[src/rtl/fc_layer_seq.sv]
// -----------------------------------------------------------------------------
// fc_layer_seq
//
// Sequencer wrapped around one combinational fully-connected layer. A serial
// stream of IN activations is collected into a frame register that drives the
// layer inputs. The frame is held stable for SETTLE cycles. All OUT neuron
// results are then captured in parallel and streamed out one per cycle under
// valid/ready. The next frame may load while the current results drain.
//
// Ports
//   clk        in   1          single clock, rising edge
//   rst_n      in   1          asynchronous active-low reset
//   in_valid   in   1          upstream activation valid
//   in_ready   out  1          block accepts an activation (registered)
//   in_data    in   WIDTH      activation
//   x_out      out  WIDTH*IN   frame register to the layer, word i at [i*WIDTH +: WIDTH]
//   z_in       in   ZW*OUT     layer results, neuron j at [j*ZW +: ZW]
//   out_valid  out  1          result word valid
//   out_ready  in   1          downstream accepts
//   out_data   out  ZW         result word
//   out_last   out  1          marks neuron OUT-1 of a frame
//   busy       out  1          a frame is loading, settling or draining
// -----------------------------------------------------------------------------
module fc_layer_seq #(
  parameter int WIDTH  = 8,
  parameter int IN     = 128,
  parameter int OUT    = 10,
  parameter int ZW     = 23,
  parameter int SETTLE = 2
) (
  input  logic                clk,
  input  logic                rst_n,
  input  logic                in_valid,
  output logic                in_ready,
  input  logic [WIDTH-1:0]    in_data,
  output logic [WIDTH*IN-1:0] x_out,
  input  logic [ZW*OUT-1:0]   z_in,
  output logic                out_valid,
  input  logic                out_ready,
  output logic [ZW-1:0]       out_data,
  output logic                out_last,
  output logic                busy
);

  // Index widths, kept at least one bit wide for degenerate parameter values.
  localparam int WW = (IN > 1)     ? $clog2(IN)     : 1;
  localparam int RW = (OUT > 1)    ? $clog2(OUT)    : 1;
  localparam int CW = (SETTLE > 1) ? $clog2(SETTLE) : 1;

  typedef enum logic [1:0] {
    ST_IDLE   = 2'd0,  // no results held
    ST_SETTLE = 2'd1,  // frame frozen while the layer settles
    ST_DRAIN  = 2'd2   // captured results streaming out
  } state_e;

  // ---------------------------------------------------------------------------
  // State
  // ---------------------------------------------------------------------------
  state_e              state_q,      state_d;
  logic [CW-1:0]       cnt_q,        cnt_d;
  logic [RW-1:0]       rd_idx_q,     rd_idx_d;
  logic [ZW*OUT-1:0]   res_q,        res_d;
  logic [WW-1:0]       wr_idx_q,     wr_idx_d;
  logic                frame_full_q, frame_full_d;
  logic [WIDTH*IN-1:0] x_buf_q,      x_buf_d;
  logic                in_ready_q,   in_ready_d;

  // ---------------------------------------------------------------------------
  // Handshake and event decode
  // ---------------------------------------------------------------------------
  logic in_hs;        // activation accepted this cycle
  logic in_wrap;      // accepted activation completes the frame
  logic out_hs;       // result word accepted this cycle
  logic settle_done;  // final settle cycle: capture on this edge

  assign in_hs       = in_valid & in_ready_q;
  assign in_wrap     = in_hs && (wr_idx_q == WW'(IN - 1));
  assign out_hs      = out_valid & out_ready;
  assign settle_done = (state_q == ST_SETTLE) && (cnt_q == CW'(SETTLE - 1));

  // ---------------------------------------------------------------------------
  // Input side: frame loader
  // ---------------------------------------------------------------------------
  // NOTE: combinational blocks use blocking '=' and give every target a
  // default first, so no path leaves a signal unassigned (no latch).
  always_comb begin
    wr_idx_d     = wr_idx_q;
    frame_full_d = frame_full_q;
    x_buf_d      = x_buf_q;

    if (in_hs) begin
      x_buf_d[int'(wr_idx_q)*WIDTH +: WIDTH] = in_data;
      if (in_wrap) begin
        wr_idx_d     = '0;
        frame_full_d = 1'b1;
      end else begin
        wr_idx_d = wr_idx_q + WW'(1);
      end
    end

    // The capture edge consumes the held frame. in_ready is low throughout
    // SETTLE, so no new wrap can coincide with this clear.
    if (settle_done) begin
      frame_full_d = 1'b0;
    end
  end

  // ---------------------------------------------------------------------------
  // Output side: settle / capture / drain state machine
  // ---------------------------------------------------------------------------
  always_comb begin
    state_d  = state_q;
    cnt_d    = cnt_q;
    rd_idx_d = rd_idx_q;
    res_d    = res_q;

    unique case (state_q)
      ST_IDLE: begin
        // Entering SETTLE on the very edge that completes the frame places
        // the capture exactly SETTLE edges after the last accepted word.
        // A frame already held (it completed on the same edge as the final
        // drain handshake) starts settling one edge later.
        if (frame_full_q || in_wrap) begin
          state_d = ST_SETTLE;
          cnt_d   = '0;
        end
      end

      ST_SETTLE: begin
        if (settle_done) begin
          res_d    = z_in;
          rd_idx_d = '0;
          state_d  = ST_DRAIN;
        end else begin
          cnt_d = cnt_q + CW'(1);
        end
      end

      ST_DRAIN: begin
        if (out_hs) begin
          if (out_last) begin
            rd_idx_d = '0;
            cnt_d    = '0;
            // Only a frame already complete before this edge may go
            // straight back to settling; one completing on this same edge
            // is picked up from IDLE on the next edge.
            state_d  = frame_full_q ? ST_SETTLE : ST_IDLE;
          end else begin
            rd_idx_d = rd_idx_q + RW'(1);
          end
        end
      end

      default: begin
        state_d = ST_IDLE;
      end
    endcase
  end

  // in_ready is registered: it reflects the state the block enters on the
  // coming edge, so it drops right after the frame-completing handshake and
  // rises right after the capture edge.
  assign in_ready_d = !frame_full_d && (state_d != ST_SETTLE);

  // ---------------------------------------------------------------------------
  // Registers
  // ---------------------------------------------------------------------------
  // NOTE: sequential state is updated with non-blocking '<=' only, so every
  // register samples the pre-edge values of the others.
  // NOTE: the frame buffer and result bank are reset as well as the control
  // state; both are visible on ports (x_out, out_data) and must read zero
  // after reset.
  always_ff @(posedge clk or negedge rst_n) begin
    if (!rst_n) begin
      state_q      <= ST_IDLE;
      cnt_q        <= '0;
      rd_idx_q     <= '0;
      res_q        <= '0;
      wr_idx_q     <= '0;
      frame_full_q <= 1'b0;
      x_buf_q      <= '0;
      in_ready_q   <= 1'b0;
    end else begin
      state_q      <= state_d;
      cnt_q        <= cnt_d;
      rd_idx_q     <= rd_idx_d;
      res_q        <= res_d;
      wr_idx_q     <= wr_idx_d;
      frame_full_q <= frame_full_d;
      x_buf_q      <= x_buf_d;
      in_ready_q   <= in_ready_d;
    end
  end

  // ---------------------------------------------------------------------------
  // Outputs
  // ---------------------------------------------------------------------------
  assign in_ready  = in_ready_q;
  assign x_out     = x_buf_q;
  assign out_valid = (state_q == ST_DRAIN);
  // Gated by DRAIN so the flag is low whenever no result is presented.
  assign out_last  = out_valid && (rd_idx_q == RW'(OUT - 1));
  // Results come straight from the captured bank, untouched.
  assign out_data  = res_q[int'(rd_idx_q)*ZW +: ZW];
  assign busy      = (state_q != ST_IDLE) || (wr_idx_q != '0) || frame_full_q;

endmodule

[config.mk]
export PLATFORM = sky130hd
export DESIGN_NAME = fc_layer_seq
export DESIGN_NICKNAME = d
export VERILOG_FILES = /design/src/rtl/fc_layer_seq.sv
export SDC_FILE = /design/constraint.sdc
export NUM_CORES = 2
export LEC_CHECK = 0
export CAP_MARGIN = 20
export CORE_AREA = 2 2 507 509
export DETAILED_ROUTE_END_ITERATION = 10
export DIE_AREA = 0 0 509 511
export GPL_ROUTABILITY_DRIVEN = 1
export PLACE_DENSITY = 0.48
export SYNTH_ARGS = -nofsm -noshare
export SYNTH_HDL_FRONTEND = slang
export SYNTH_SLANG_ARGS = --single-unit
[constraint.sdc]
create_clock -name clk -period 3.8 [get_ports clk]
set_input_delay 0.76 -clock clk [delete_from_list [all_inputs] [get_ports clk]]
set_output_delay 0.76 -clock clk [all_outputs]
set_load 0.02 [all_outputs]
# [Word-level counts from Yosys, hierarchy flattened]
# Cells that the tools add are included.
[totals] word_cells=64 inputBits=242 out_inout_bits=1051 regBits=1270
[classes] n_mul=1 bitwise_logic=2 n_addsub=4 eq_ne=10 shift=3 n_mux=20 reduce_logical=16
[op_table] op="1024-bit bitwise mux" n=1
[op_table] op="8-bit by 33-bit variable shift with 1024-bit output, first input constant" n=1
[op_table] op="8-bit by 33-bit indexed part select with 1024-bit output" n=1
[op_table] op="230-bit by 10-bit indexed part select with 23-bit output" n=1
[op_table] op="10-bit negator with 33-bit output" n=1
[op_table] op="4-bit two-way mux" n=3
[op_table] op="4-bit by 5-bit multiplier with 9-bit output, second input constant" n=1
[op_table] op="1-bit two-way mux" n=8
[op_table] op="2-bit two-way mux" n=4
[op_table] op="4-bit one-hot mux with 2 select lines" n=1
[op_table] op="7-bit by 1-bit adder with 7-bit output, second input constant" n=1
[op_table] op="7-bit equality test, second input constant" n=1
[op_table] op="7-bit two-way mux" n=1
[op_table] op="7-bit nonzero test" n=1
[op_table] op="2-bit by 1-bit != test with 1-bit output, second input constant" n=3
[op_table] op="2-bit != test, second input constant" n=3
[op_table] op="2-bit one-hot mux with 3 select lines" n=1
[op_table] op="5-bit AND reduction" n=1
[op_table] op="4-bit by 1-bit adder with 4-bit output, second input constant" n=1
[op_table] op="4-bit equality test, second input constant" n=1
[op_table] op="1-bit logical AND" n=4
[op_table] op="2-bit nonzero test" n=2
[op_table] op="1-bit logical OR" n=3
[op_table] op="1-bit one-hot mux with 3 select lines" n=1
[op_table] op="9 further kinds" n=10

# [Longest topological paths before layout]
[logic_depth] depth_word=7 depth_mapped=16 mapped_depth_nobuf=10

# [Worst setup path before layout]
# Ideal clock, no wire load.
[synth_path] path_kind="register to register" startpoint="register wr_idx_q[0]" endpoint="register x_buf_q[424] (netlist: x_out[424])" setup_ns=0.125 slack_ns=0.215 path_stages_with_launch=16 arrival_time_ns=3.460 path_cell_list="dfrtp_1 buf_2 inv_1 ha_1 buf_4 nand2b_1 clkbuf_1 nor2_1 ha_1 buf_2 inv_1 nor2_1 o21ai_2 buf_4 nor3_2 mux2_2"
[synth_via] elab_chain_cells=3 word_cells_on_any_way=4 classes_between="1 x add/sub; 2 x shift; 1 x mux"
[synth_lines] element="from (decl)" line_no="63" rtl="logic [WW-1:0] wr_idx_q, wr_idx_d;"
[synth_lines] element="from (signal assigned)" line_no="188" rtl="wr_idx_q <= wr_idx_d;"
[synth_lines] element="10-bit negator with 33-bit output *" line_no="92" rtl="x_buf_d[int'(wr_idx_q)*WIDTH +: WIDTH] = in_data;"
[synth_lines] element="8-bit by 33-bit indexed part select with 1024-bit output / 8-bit by 33-bit variable shift with 1024-bit output (equally long branches)" line_no="92"
[synth_lines] element="1024-bit bitwise mux *" line_no="92"
[synth_lines] element="to (signal assigned)" line_no="190" rtl="x_buf_q <= x_buf_d;"
[synth_lines] element="to (decl)" line_no="65" rtl="logic [WIDTH*IN-1:0] x_buf_q, x_buf_d;"
# Mark *: on every way between the ends. The rest lies on a longest branch, timed or not.
# A chain may end at the register's enable or synchronous reset.

# [Final worst setup path]
[layout_path] startpoint="register rd_idx_q[0]" endpoint="output out_data[21]"
[layout_via] elab_chain_cells=2
[layout_lines] element="from (decl)" line_no="61" rtl="logic [RW-1:0] rd_idx_q, rd_idx_d;"
[layout_lines] element="from (signal assigned)" line_no="186" rtl="rd_idx_q <= rd_idx_d;"
[layout_lines] element="4-bit by 5-bit multiplier with 9-bit output" line_no="204" rtl="assign out_data = res_q[int'(rd_idx_q)*ZW +: ZW];"
[layout_lines] element="230-bit by 10-bit indexed part select with 23-bit output" line_no="204"
[layout_lines] element="to (decl)" line_no="40" rtl="output logic [ZW-1:0] out_data,"
# No other way between the ends.

==> summary.txt <==
Run status
  • Status: completed

Placement
  • Placed cell areas: 71,400 um^2
  • Pre-CTS setup slack: -0.0115 ns
  • HPWL after DPL: 224 mm
  • Port Buffers: 1,292
  • GP Congestion: 0.850

Floorplan
  • CORE AREA: 255,000 um^2
  • Row cnt: 186
  • DIE HEIGHT: 511 um
  • Starting density of the core: 20.7%
  • IO Count: 1,293
  • Die ar.: 260,000 um^2
  • Die X: 509 um

Yosys
  • FF+latch count, synth: 1,270
  • Main combinational cell family by area after synthesis: multiplexers
  • Simple logic cell fraction of the synthesized area: 12.5%
  • Post-Synth XOR/XNOR Area: 0.163%
  • Synth unique cells: 71
  • Adder-cell share of the synthesized area: 0.118%
  • Mapped Cells: 4,451
  • Syn Nets: 4,698
  • Predominant post-synthesis flop cell: dfrtp_1
  • Asr flop ratio synth: 100%
  • Multiplexer share of the synthesized area: 18.8%
  • Post-synth EDFFs: 0
  • Synth Area per Inst: 11.9 um^2
  • Synth Area in Compound Gates: 6.11%
  • Sequential share of the synthesized area: 60.1%
  • Synth warn: 0
  • Mapped Area: 52,800 um^2

STA
  • Clock skew: 0.0494 ns
  • Fin. max-slew vios: 0
  • Worst-case headroom to the max-slew limit: 26.7%
  • Final hold violations: 0
  • F_max: 272 MHz
  • Final Setup Violations: 0
  • Min cycle time layout: 3.68 ns
  • Fin crit share: 96.9%
  • Actual slew at the worst max-slew pin: 1.10 ns
  • Final worst slack: 0.119 ns
  • RSZ-0062 raised after global routing: no

Setup path
  • Critical path's top delay family: multiplexers
  • CP Data Arrival Time: 2.92 ns
  • Max incr delay on CP: 0.60 ns
  • Worst path bufs/invs: 3
  • CP Class: flip-flop to output pin
  • Crit. End Element: output pin
  • CP most frequent cell: buf_12
  • Critical path, cell by cell: buf_12, buf_12, mux4_2, mux2i_2, o22ai_1, clkdlybuf4s15_1
  • Crit path required time: 3.04 ns
  • Startpoint types: flip-flop
  • Slowest CP cell: mux4_2
  • Top fanout value on the critical path: 22

Finish
  • Finished Cell Area: 76,900 um^2
  • Share of cells above drive strength 1: 24.2%
  • Most frequent cells in the layout: 1,268 x dfrtp_1, 1,258 x clkdlybuf4s50_1, 890 x nand2_1
  • Final net count: 6,139
  • Area growth, synth to finish: 45.5%
  • Commonest non-fill, non-tap cell in the layout: dfrtp_1
  • Fillers: 26,142

Clock network
  • CTS tree: built
  • Clock transition at the registers of the reported paths: 0.06 ns
  • TritonCTS Sinks: 1,270
  • H-tree depth: 4
  • CTS buffer count: 153
  • Clock Tree Root: clkbuf_16
  • Worst-skew pair later-pin latency: 0.82 ns
  • Clock Path Buffers: 3

GRT
  • First-pass GRT wire length: 388 mm
  • M2 GR Usage: 36.1%
  • Initial antenna violation count: 30
  • Met1 usage in global routing: 25.4%
  • Vias in the first global route: 44,281
  • Largest net degree at the start of global routing: 137
  • Total global-route track usage: 21.6%
  • Congestion Overflow GR: 0
  • GRT Max-Usage Layer: met2
  • Met3 Use GR: 6.92%

Detailed routing
  • Remaining DRCs: 0
  • Via density: 4.54
  • Via count: 42,727
  • Number of nets with antenna violations after routing: 0
  • Post-DR wirelength/cell: 30.5 um
  • Starting DRT DRC Count: 3,105
  • DR pass1 iterations: 5
  • Total Wirelength: 287 mm

Power
  • Leak pwr: 34.0 nW
  • Peak VDD IR: 471 uV
  • PnR Total Power: 51.7 mW
  • PD cells: 673 nW/um^2

Job
  • Max-cap violations: 0

Hold path
  • Hold WC Path Type: flip-flop to flip-flop
==> final timing paths <==
path	from	end	slack, ns	cells after the start
worst max-delay path	rd_idx_q[0]	out_data[21]	0.12	6
worst min-delay path	res_q[171]	res_q[171]	0.47	2
worst max register to register	wr_idx_q[0]	x_out[730]	0.13	11
worst min register to register	res_q[171]	res_q[171]	0.47	2
max in group asynchronous	rst_n	x_out[812]	1.90	4
min in group asynchronous	rst_n	x_out[901]	0.53	2
==> timing repair <==
| item | in CTS | in global routing |
|---|---|---|
| hold buffers | 1 | 0 |
| endpoints found under the hold margin | 47 | 0 |
| resized for setup | 34 | 8 |
| buffers inserted | 5 | 0 |
| setup endpoints to repair | 35 | 22 |
==> tightest hold or removal path, stage by stage, from the launching register on <==
cell,delay [ns]
dfrtp_1,0.34
nand2_1,0.05
nand2_1,0.05
==> synthesized netlist by cell type (4+ instances only) <==
cell type  instances  share of area, %
o21ai_1            7             0.066
o21ai_0          286               2.7
dfrtp_1         1270                60
a2111oi_2          6              0.17
o22ai_1           26              0.31
nor4_1             6             0.071
nand3b_1          11              0.16
nand3_2           28              0.53
o2111ai_1         12              0.20
nand2b_1          14              0.17
nor3_2            13              0.25
nand2_1          890               6.3
ha_1               5              0.12
nor3_1            27              0.26
buf_4             12              0.17
o41ai_1           22              0.36
inv_1             17              0.12
xnor2_1            6             0.099
buf_1             17              0.12
nand4_1            4             0.047
clkbuf_1         182               1.3
mux2_2           748                16
mux4_2            46               2.0
a21o_1            11              0.16
mux2i_1           46              0.87
nand3_1           86              0.81
nor2b_1            4             0.047
or3_1             14              0.17
nor2_1           378               2.7
a211oi_1           6             0.085
or2_2              5             0.059
nor3_4             7              0.22
nor2_2            29              0.34
nand2_2            6             0.071
o31ai_1          110               1.6
buf_2             40              0.38
==> per-stage QoR <==
step / hold WS [ns] / TNS, ns / util, % / std cells
5_1_grt: 0.426 / 0 / 30.1 / 9400
2_1_floorplan: 0.440 / 0 / - / 4451
3_3_place_gp: 0.453 / -0.729 / 28.0 / 9115
6_report: 0.468 / 0 / 30.1 / 9410
3_5_place_dp: 0.459 / -0.0776 / 28.0 / 9116
4_1_cts: 0.391 / 0 / 30.1 / 9397
==> sequential cells by signal, summed over array words and instances, names as in the netlist <==
signal / cells
frame_full_q: 1
x_out: 1024
res_q: 230
in_ready: 1
cnt_q: 1
wr_idx_q: 7
rd_idx_q: 4
state_q: 2
==> where the power goes <==
group | internal (mW) | leakage, nW | switching [mW]
sequential | 15.5 | 16.9 | 1.24
combinational | 5.87 | 14.5 | 13.5
clock | 9.24 | 2.62 | 6.46
==> cell families (layout without fill, tap and decap cells) <==
kind of cell | count (synthesis) | after routing
adders and majority gates | 5 | 5
xor gates and xnor gates | 9 | 9
other | 0 | 13
buffers and inverters | 271 | 1833
DFF | 1270 | 1270
and+or+nand+nor | 1541 | 1541
muxes | 843 | 843
AOI/OAI and AO/OA | 512 | 512
==> layout make-up <==
cell class	instances	area, um^2	share of cell area [%]
Inverter	18	67.6	0.0879
Clock buffer	215	4430	5.76
Multi-Input combinational cell	2910	20300	26.4
Sequential cell	1270	31800	41.3
Antenna cell	13	32.5	0.0423
Clock inverter	61	927	1.21
Timing Repair Buffer	1539	15100	19.6
Tap cell	3384	4230	5.51
==> routing by layer <==
metal	share of wire [%]	wire length, um	vias to the layer above
li1	-	-	18335
met1	39	112000	22289
met2	48	138000	1721
met3	8.5	24300	366
met4	4.3	12300	16
met5	0.036	103	-
(Power assumes the default switching activity.)
